### src/rtl/irq_ctrl_pkg.sv
// Shared definitions for the AXI-Lite interrupt controller: register indices,
// response codes and small bit-manipulation helpers.
package irq_ctrl_pkg;

    typedef logic [2:0] reg_idx_t;

    // Word index taken from address bits [4:2]
    localparam reg_idx_t REG_PENDING  = 3'd0;
    localparam reg_idx_t REG_ENABLE   = 3'd1;
    localparam reg_idx_t REG_EDGE_SEL = 3'd2;
    localparam reg_idx_t REG_CLAIM    = 3'd3;
    localparam reg_idx_t REG_RAW      = 3'd4;

    localparam logic [1:0] RESP_OKAY   = 2'b00;
    localparam logic [1:0] RESP_SLVERR = 2'b10;

    function automatic logic [4:0] lowest_set(input logic [31:0] v);
        logic [4:0] idx;
        idx = 5'd0;
        for (int i = 31; i >= 0; i--) begin
            if (v[i]) idx = i[4:0];
        end
        return idx;
    endfunction

    function automatic logic [31:0] strb_mask(input logic [3:0] strb);
        return {{8{strb[3]}}, {8{strb[2]}}, {8{strb[1]}}, {8{strb[0]}}};
    endfunction

endpackage

### src/rtl/irq_sync_edge.sv
// Two-flop synchronizer for the raw sources plus a history flop; the rising
// edge indication is registered so edge-mode pending lags level mode by one.
module irq_sync_edge #(
    parameter int NUM_IRQ = 8
) (
    input  logic               i_clk,
    input  logic               i_rst_n,
    input  logic [NUM_IRQ-1:0] i_src,
    output logic [NUM_IRQ-1:0] o_s,
    output logic [NUM_IRQ-1:0] o_rise
);

    logic [NUM_IRQ-1:0] r_sync1;
    logic [NUM_IRQ-1:0] r_sync2;
    logic [NUM_IRQ-1:0] r_prev;
    logic [NUM_IRQ-1:0] r_rise;

    always_ff @(posedge i_clk or negedge i_rst_n) begin
        if (!i_rst_n) begin
            r_sync1 <= '0;
            r_sync2 <= '0;
            r_prev  <= '0;
            r_rise  <= '0;
        end else begin
            r_sync1 <= i_src;
            r_sync2 <= r_sync1;
            r_prev  <= r_sync2;
            r_rise  <= r_sync2 & ~r_prev;
        end
    end

    assign o_s    = r_sync2;
    assign o_rise = r_rise;

endmodule

### src/rtl/axil_irq_ctrl.sv
// AXI-Lite interrupt controller: latches synchronized sources into PENDING,
// masks with ENABLE and drives a single registered irq to the core.
module axil_irq_ctrl
    import irq_ctrl_pkg::*;
#(
    parameter int NUM_IRQ    = 8,
    parameter int ADDR_WIDTH = 8,
    parameter int DATA_WIDTH = 32,
    parameter int STRB_WIDTH = 4
) (
    input  logic                  i_clk,
    input  logic                  i_rst_n,
    input  logic [NUM_IRQ-1:0]    i_src,
    output logic                  o_irq,
    input  logic [ADDR_WIDTH-1:0] i_awaddr,
    input  logic [2:0]            i_awprot,
    input  logic                  i_awvalid,
    output logic                  o_awready,
    input  logic [DATA_WIDTH-1:0] i_wdata,
    input  logic [STRB_WIDTH-1:0] i_wstrb,
    input  logic                  i_wvalid,
    output logic                  o_wready,
    output logic [1:0]            o_bresp,
    output logic                  o_bvalid,
    input  logic                  i_bready,
    input  logic [ADDR_WIDTH-1:0] i_araddr,
    input  logic [2:0]            i_arprot,
    input  logic                  i_arvalid,
    output logic                  o_arready,
    output logic [DATA_WIDTH-1:0] o_rdata,
    output logic [1:0]            o_rresp,
    output logic                  o_rvalid,
    input  logic                  i_rready
);

    localparam int PAD = 32 - NUM_IRQ;

    logic [NUM_IRQ-1:0] w_s;
    logic [NUM_IRQ-1:0] w_rise;

    irq_sync_edge #(.NUM_IRQ(NUM_IRQ)) u_sync (
        .i_clk   (i_clk),
        .i_rst_n (i_rst_n),
        .i_src   (i_src),
        .o_s     (w_s),
        .o_rise  (w_rise)
    );

    logic [NUM_IRQ-1:0] r_pending;
    logic [NUM_IRQ-1:0] r_enable;
    logic [NUM_IRQ-1:0] r_edge_sel;
    logic               r_irq;
    logic               r_bvalid;
    logic [1:0]         r_bresp;
    logic               r_rvalid;
    logic [1:0]         r_rresp;
    logic [31:0]        r_rdata;

    reg_idx_t           w_widx;
    reg_idx_t           w_ridx;
    logic               w_wr_acc;
    logic               w_rd_acc;
    logic [31:0]        w_strb32;
    logic [31:0]        w_wbits32;
    logic [NUM_IRQ-1:0] w_lmask;
    logic [NUM_IRQ-1:0] w_wbits;
    logic [NUM_IRQ-1:0] w_clr;
    logic [NUM_IRQ-1:0] w_pe;
    logic [31:0]        w_claim;
    logic [31:0]        w_rd_data;
    logic [1:0]         w_rd_resp;
    logic [1:0]         w_wr_resp;

    assign w_widx   = i_awaddr[4:2];
    assign w_ridx   = i_araddr[4:2];

    // Readies are gated by reset so nothing handshakes while rst is low
    assign w_wr_acc  = i_awvalid & i_wvalid & ~r_bvalid & i_rst_n;
    assign w_rd_acc  = i_arvalid & ~r_rvalid & i_rst_n;
    assign o_awready = w_wr_acc;
    assign o_wready  = w_wr_acc;
    assign o_arready = ~r_rvalid & i_rst_n;

    assign w_strb32  = strb_mask(i_wstrb);
    assign w_wbits32 = i_wdata & w_strb32;
    assign w_lmask   = w_strb32[NUM_IRQ-1:0];
    assign w_wbits   = w_wbits32[NUM_IRQ-1:0];
    assign w_clr     = (w_wr_acc && (w_widx == REG_PENDING)) ? w_wbits : '0;

    assign w_pe      = r_pending & r_enable;
    assign w_claim   = {|w_pe, 26'd0, lowest_set({{PAD{1'b0}}, w_pe})};
    assign w_wr_resp = (w_widx > REG_RAW) ? RESP_SLVERR : RESP_OKAY;

    always_comb begin
        w_rd_data = '0;
        w_rd_resp = RESP_OKAY;
        case (w_ridx)
            REG_PENDING:  w_rd_data = {{PAD{1'b0}}, r_pending};
            REG_ENABLE:   w_rd_data = {{PAD{1'b0}}, r_enable};
            REG_EDGE_SEL: w_rd_data = {{PAD{1'b0}}, r_edge_sel};
            REG_CLAIM:    w_rd_data = w_claim;
            REG_RAW:      w_rd_data = {{PAD{1'b0}}, w_s};
            default:      w_rd_resp = RESP_SLVERR;
        endcase
    end

    always_ff @(posedge i_clk or negedge i_rst_n) begin
        if (!i_rst_n) begin
            r_pending  <= '0;
            r_enable   <= '0;
            r_edge_sel <= '0;
            r_irq      <= 1'b0;
        end else begin
            // Edge bits: a new rise beats a same-cycle clear. Level bits follow s.
            r_pending <= (r_edge_sel & (w_rise | (r_pending & ~w_clr)))
                       | (~r_edge_sel & w_s);
            r_irq     <= |w_pe;
            if (w_wr_acc && (w_widx == REG_ENABLE))
                r_enable <= (r_enable & ~w_lmask) | w_wbits;
            if (w_wr_acc && (w_widx == REG_EDGE_SEL))
                r_edge_sel <= (r_edge_sel & ~w_lmask) | w_wbits;
        end
    end

    always_ff @(posedge i_clk or negedge i_rst_n) begin
        if (!i_rst_n) begin
            r_bvalid <= 1'b0;
            r_bresp  <= RESP_OKAY;
            r_rvalid <= 1'b0;
            r_rresp  <= RESP_OKAY;
            r_rdata  <= '0;
        end else begin
            if (w_wr_acc) begin
                r_bvalid <= 1'b1;
                r_bresp  <= w_wr_resp;
            end else if (r_bvalid && i_bready) begin
                r_bvalid <= 1'b0;
            end
            if (w_rd_acc) begin
                r_rvalid <= 1'b1;
                r_rresp  <= w_rd_resp;
                r_rdata  <= w_rd_data;
            end else if (r_rvalid && i_rready) begin
                r_rvalid <= 1'b0;
            end
        end
    end

    assign o_irq    = r_irq;
    assign o_bvalid = r_bvalid;
    assign o_bresp  = r_bresp;
    assign o_rvalid = r_rvalid;
    assign o_rresp  = r_rresp;
    assign o_rdata  = r_rdata;

    logic w_unused;
    assign w_unused = &{1'b0, i_awprot, i_arprot,
                        i_awaddr[ADDR_WIDTH-1:5], i_awaddr[1:0],
                        i_araddr[ADDR_WIDTH-1:5], i_araddr[1:0],
                        w_strb32[31:NUM_IRQ], w_wbits32[31:NUM_IRQ]};

endmodule

### config.mk
export PLATFORM = sky130hd
export DESIGN_NAME = axil_irq_ctrl
export DESIGN_NICKNAME = d
export VERILOG_FILES = /design/src/rtl/irq_ctrl_pkg.sv /design/src/rtl/irq_sync_edge.sv /design/src/rtl/axil_irq_ctrl.sv
export SDC_FILE = /design/constraint.sdc
export NUM_CORES = 1
export LEC_CHECK = 0
export ABC_AREA = 1
export CORE_AREA = 4 4 82 99
export CTS_CLUSTER_SIZE = 16
export DETAILED_ROUTE_END_ITERATION = 16
export DIE_AREA = 0 0 86 103
export PLACE_DENSITY = 0.78
export SETUP_SLACK_MARGIN = 0.05
export SYNTH_ARGS = -nofsm -noshare
export SYNTH_HDL_FRONTEND = slang
export SYNTH_SLANG_ARGS = --single-unit
### constraint.sdc
create_clock -name i_clk -period 1.4 [get_ports i_clk]
set_input_delay 0.35 -clock i_clk [delete_from_list [all_inputs] [get_ports i_clk]]
set_output_delay 0.35 -clock i_clk [all_outputs]
set_load 0.02 [all_outputs]
==> metrics list <==
- Sum of internal, switching and leakage power: approximately 0.0045 W
- Setup violations remaining at the end of the flow were counted as 17.
- CP Launch Type: register
* Net switching share of the total power: about 28%
- TritonCTS built the clock tree.
- Clock latency of the later-clocked register in the worst-skew pair: around 0.34 ns
* Total count of max-transition violations in the final report: 0
- CP Data Arrival Time: between 1 and 1.5 ns
* Starting Density: 42.50%
- STA classifies the critical path endpoint as a primary output.
* Final sum of negative setup slack: -0.2935 ns
- For this run, the detailed router's first-pass iteration total came to 4.
- Final net count: roughly 470
- Register bit total from synthesis: 70
- Overall global routing resource usage: about 15%
* Vias in the first global route: between 2000 and 2500
- Overall die area: 0.008858 mm^2
* Outcome: finished with violations
* Post-route setup slack: -0.03332 ns
* Commonest non-fill, non-tap cells in the layout: sky130_fd_sc_hd__nand2_1 (77), sky130_fd_sc_hd__dfrtp_1 (70), sky130_fd_sc_hd__inv_1 (35)
- Proportion of synthesized chip area in sequential cells: about 57%
* Count of buffers from port buffering: 46
- Most common library cell in the layout ignoring fill and taps: sky130_fd_sc_hd__nand2_1
* Syn Std Cell Area: 0.003055 mm^2
- In this run the horizontal extent of the chip is 86 um.
* Area grow syn2layout: 29.36%
* Yosys Warn Count: 0
* Number of hold violations in the final report: 0
- For the worst setup path, the data required time is between 1 and 1.5 ns.
* Final period demand of the worst path: approximately 1.4 ns
- Number of H-tree levels: 3
- In this run the power spent charging and discharging nets is 0.001275 W.
* Post-layout util: 54.98%
* Detailed placer's ending HPWL: ~4.4 mm
* Relative slew margins: between 50% and 60%
- In the final routed layout, each cell accounts on average for 12.70 um.
- The first routing iteration left 110 violations.
* Post-detailed-route via-to-cell ratio: about 4.7
- Start point of the critical path: o_bvalid$_DFFE_PN0P_
* CTS Buf Count: 9
* Remaining global-route overflow: 0
- The initial antenna violation count is 0.
- Internal portion of total power: 0.003219 W
- The final reports fail on negative setup slack.
- Avg Synthesized Cell Area: 9.639 um^2
- Cell area power density: 1137 mW/mm^2
- The first global-routing pass estimated between 10 and 15 mm of wire.
- Hold Path Class: input pin to async pin
- Number of remaining DRC errors: 0
- Reg-to-Reg Start: o_bvalid$_DFFE_PN0P_
- Top-Level Pins: roughly 120
- For the final database, setup skew stands at about 0.0086 ns.
- Setup repair after global routing could not meet its margin everywhere.
- Sinks on Clock Net: 70
- For this run, the top clock speed supported by timing is about 700 MHz.
* Type of the worst setup path: register to primary output
- Floorplan Core Area: 0.007189 mm^2
- After layout, the worst path uses 102.4% of the clock period.
* Relative contribution of sequential cells to total power: a little over half
- Antenna Diode Count: 0
- The longest clock path from root to sink contains 2 buffers.
- Layout cells sized above 1: 27.86%
* Cts-stage hold buffer count: 0
* Max_cap viols: 0
- At the pin with the least slew margin, the transition time is between 0.6 and 0.7 ns.
- Die height: roughly 100 um
- Cell taking the most area after synthesis: sky130_fd_sc_hd__dfrtp_1
- Placement row count: 34
- Yosys mapped the design onto 26 distinct sky130hd cell types.
- Syn Inst Count: roughly 320
* Peak fanout along the critical path: 2
- Number of vias in the routed layout: ~2300
- Part of the power in the clock network: a little under a third
- The share of total power dissipated in combinational logic is between 10% and 20%.
- Worst setup slack before clock tree synthesis: -0.5836 ns
* Maximum resistive drop on vdd: 0.4837 mV
* Static leakage power: 1.987 nW
- Entering global routing, the biggest net connects 58 pins.
* Top-area cell type share of the netlist area: about 57%
- Cell types with the largest area share after synthesis: sky130_fd_sc_hd__dfrtp_1 (57%), sky130_fd_sc_hd__nand2_1 (11%), sky130_fd_sc_hd__buf_4 (6.4%)
- Once detail routing completed, the nets flagged for antenna violations numbered 0.
- Routability-driven placement finished with a final weighted congestion of 0.8147.
- Final wirelength: approximately 6.2 mm
* Clock-pin slew on the worst setup and hold paths: 0.06 ns
* Clock tree root buffer cell: sky130_fd_sc_hd__clkbuf_8
[cell usage after synthesis, drive strengths merged]
| library cell | count |
|---|---|
| o21ai | 35 |
| nand3 | 2 |
| clkinv | 1 |
| dfrtp | 70 |
| nand2 | 91 |
| nor3 | 2 |
| buf | 29 |
| nor2 | 24 |
| o2111ai | 5 |
| nand4 | 4 |
| o31ai | 1 |
| a22oi | 5 |
| inv | 42 |
| conb | 1 |
| o2bb2ai | 1 |
| a31oi | 4 |
[routing by layer]
metal,vias to the layer above,track usage (%),wire [um]
li1,1120,-,-
met1,1081,17.05,2427
met2,91,24.81,3132
met3,18,3.837,512
met4,0,9.257,174
met5,-,0,0
[power groups by stage]
stage                     combinational, W  clock (W)  sequential [W]
after floorplan                   0.000428          0         0.00242
after global placement            0.000795          0         0.00235
after detailed placement          0.000823          0         0.00236
after CTS                         0.000814    0.00139         0.00233
after global routing              0.000898    0.00147         0.00236
final                             0.000807    0.00135         0.00234
[what timing repair did]
item                                    4_1_cts  5_1_grt
setup buffers                                 4        2
endpoints found under the setup margin       49       39
gates cloned                                  0        1
pin swaps                                     2        0
resized for setup                            74       37
[area by class of cell]
class / count / area [um^2]
tap: 90 / 112.6
multi-input combinational: 199 / 1080
clock buffer: 13 / 148.9
inverter: 43 / 161.4
clock inverter: 1 / 7.507
sequential: 70 / 1752
fill: 652 / 3237
timing repair buffer: 76 / 690.7
[critical path: stages, from the launching register on]
cell	delay (ns)
sky130_fd_sc_hd__dfrtp_1	0.39
sky130_fd_sc_hd__inv_2	0.08
sky130_fd_sc_hd__nand4_4	0.08
sky130_fd_sc_hd__inv_2	0.08
sky130_fd_sc_hd__buf_6	0.11
[logic make-up (layout without fill, tap and decap cells)]
logic type | after synthesis | count (layout) | share of synthesized area, %
DFF | 70 | 70 | 57.33
buffers and inverters | 72 | 133 | 12.57
other | 1 | 25 | 0.1227
and+or+nand+nor | 123 | 123 | 18.26
AOI/OAI and AO/OA | 51 | 51 | 11.71
[stage by stage]
step | instances | hold slack [ns] | instance area, um^2
2_1_floorplan | 341 | 0.05441 | 3148
3_3_place_gp | 472 | 0.3326 | 3699
3_5_place_dp | 472 | 0.3347 | 3699
4_1_cts | 490 | 0.02527 | 3902
5_1_grt | 492 | 0.02797 | 3953
6_report | 492 | 0.01778 | 3953
[final timing paths]
kind                            cells past startpoint                       to  slack (ns)
worst max-delay path                                4                o_awready       -0.03
worst min-delay path                                2   o_bresp[1]$_DFFE_PN0P_        0.02
worst max register to register                      9                 register       -0.03
worst min register to register                      0  u_sync.o_s[7]$_DFF_PN0_        0.35
max in group asynchronous                           2   r_pending[1]$_DFF_PN0_        0.66
min in group i_clk                                  0  u_sync.o_s[7]$_DFF_PN0_        0.35
No activity file was read; power rests on OpenSTA's default activity.
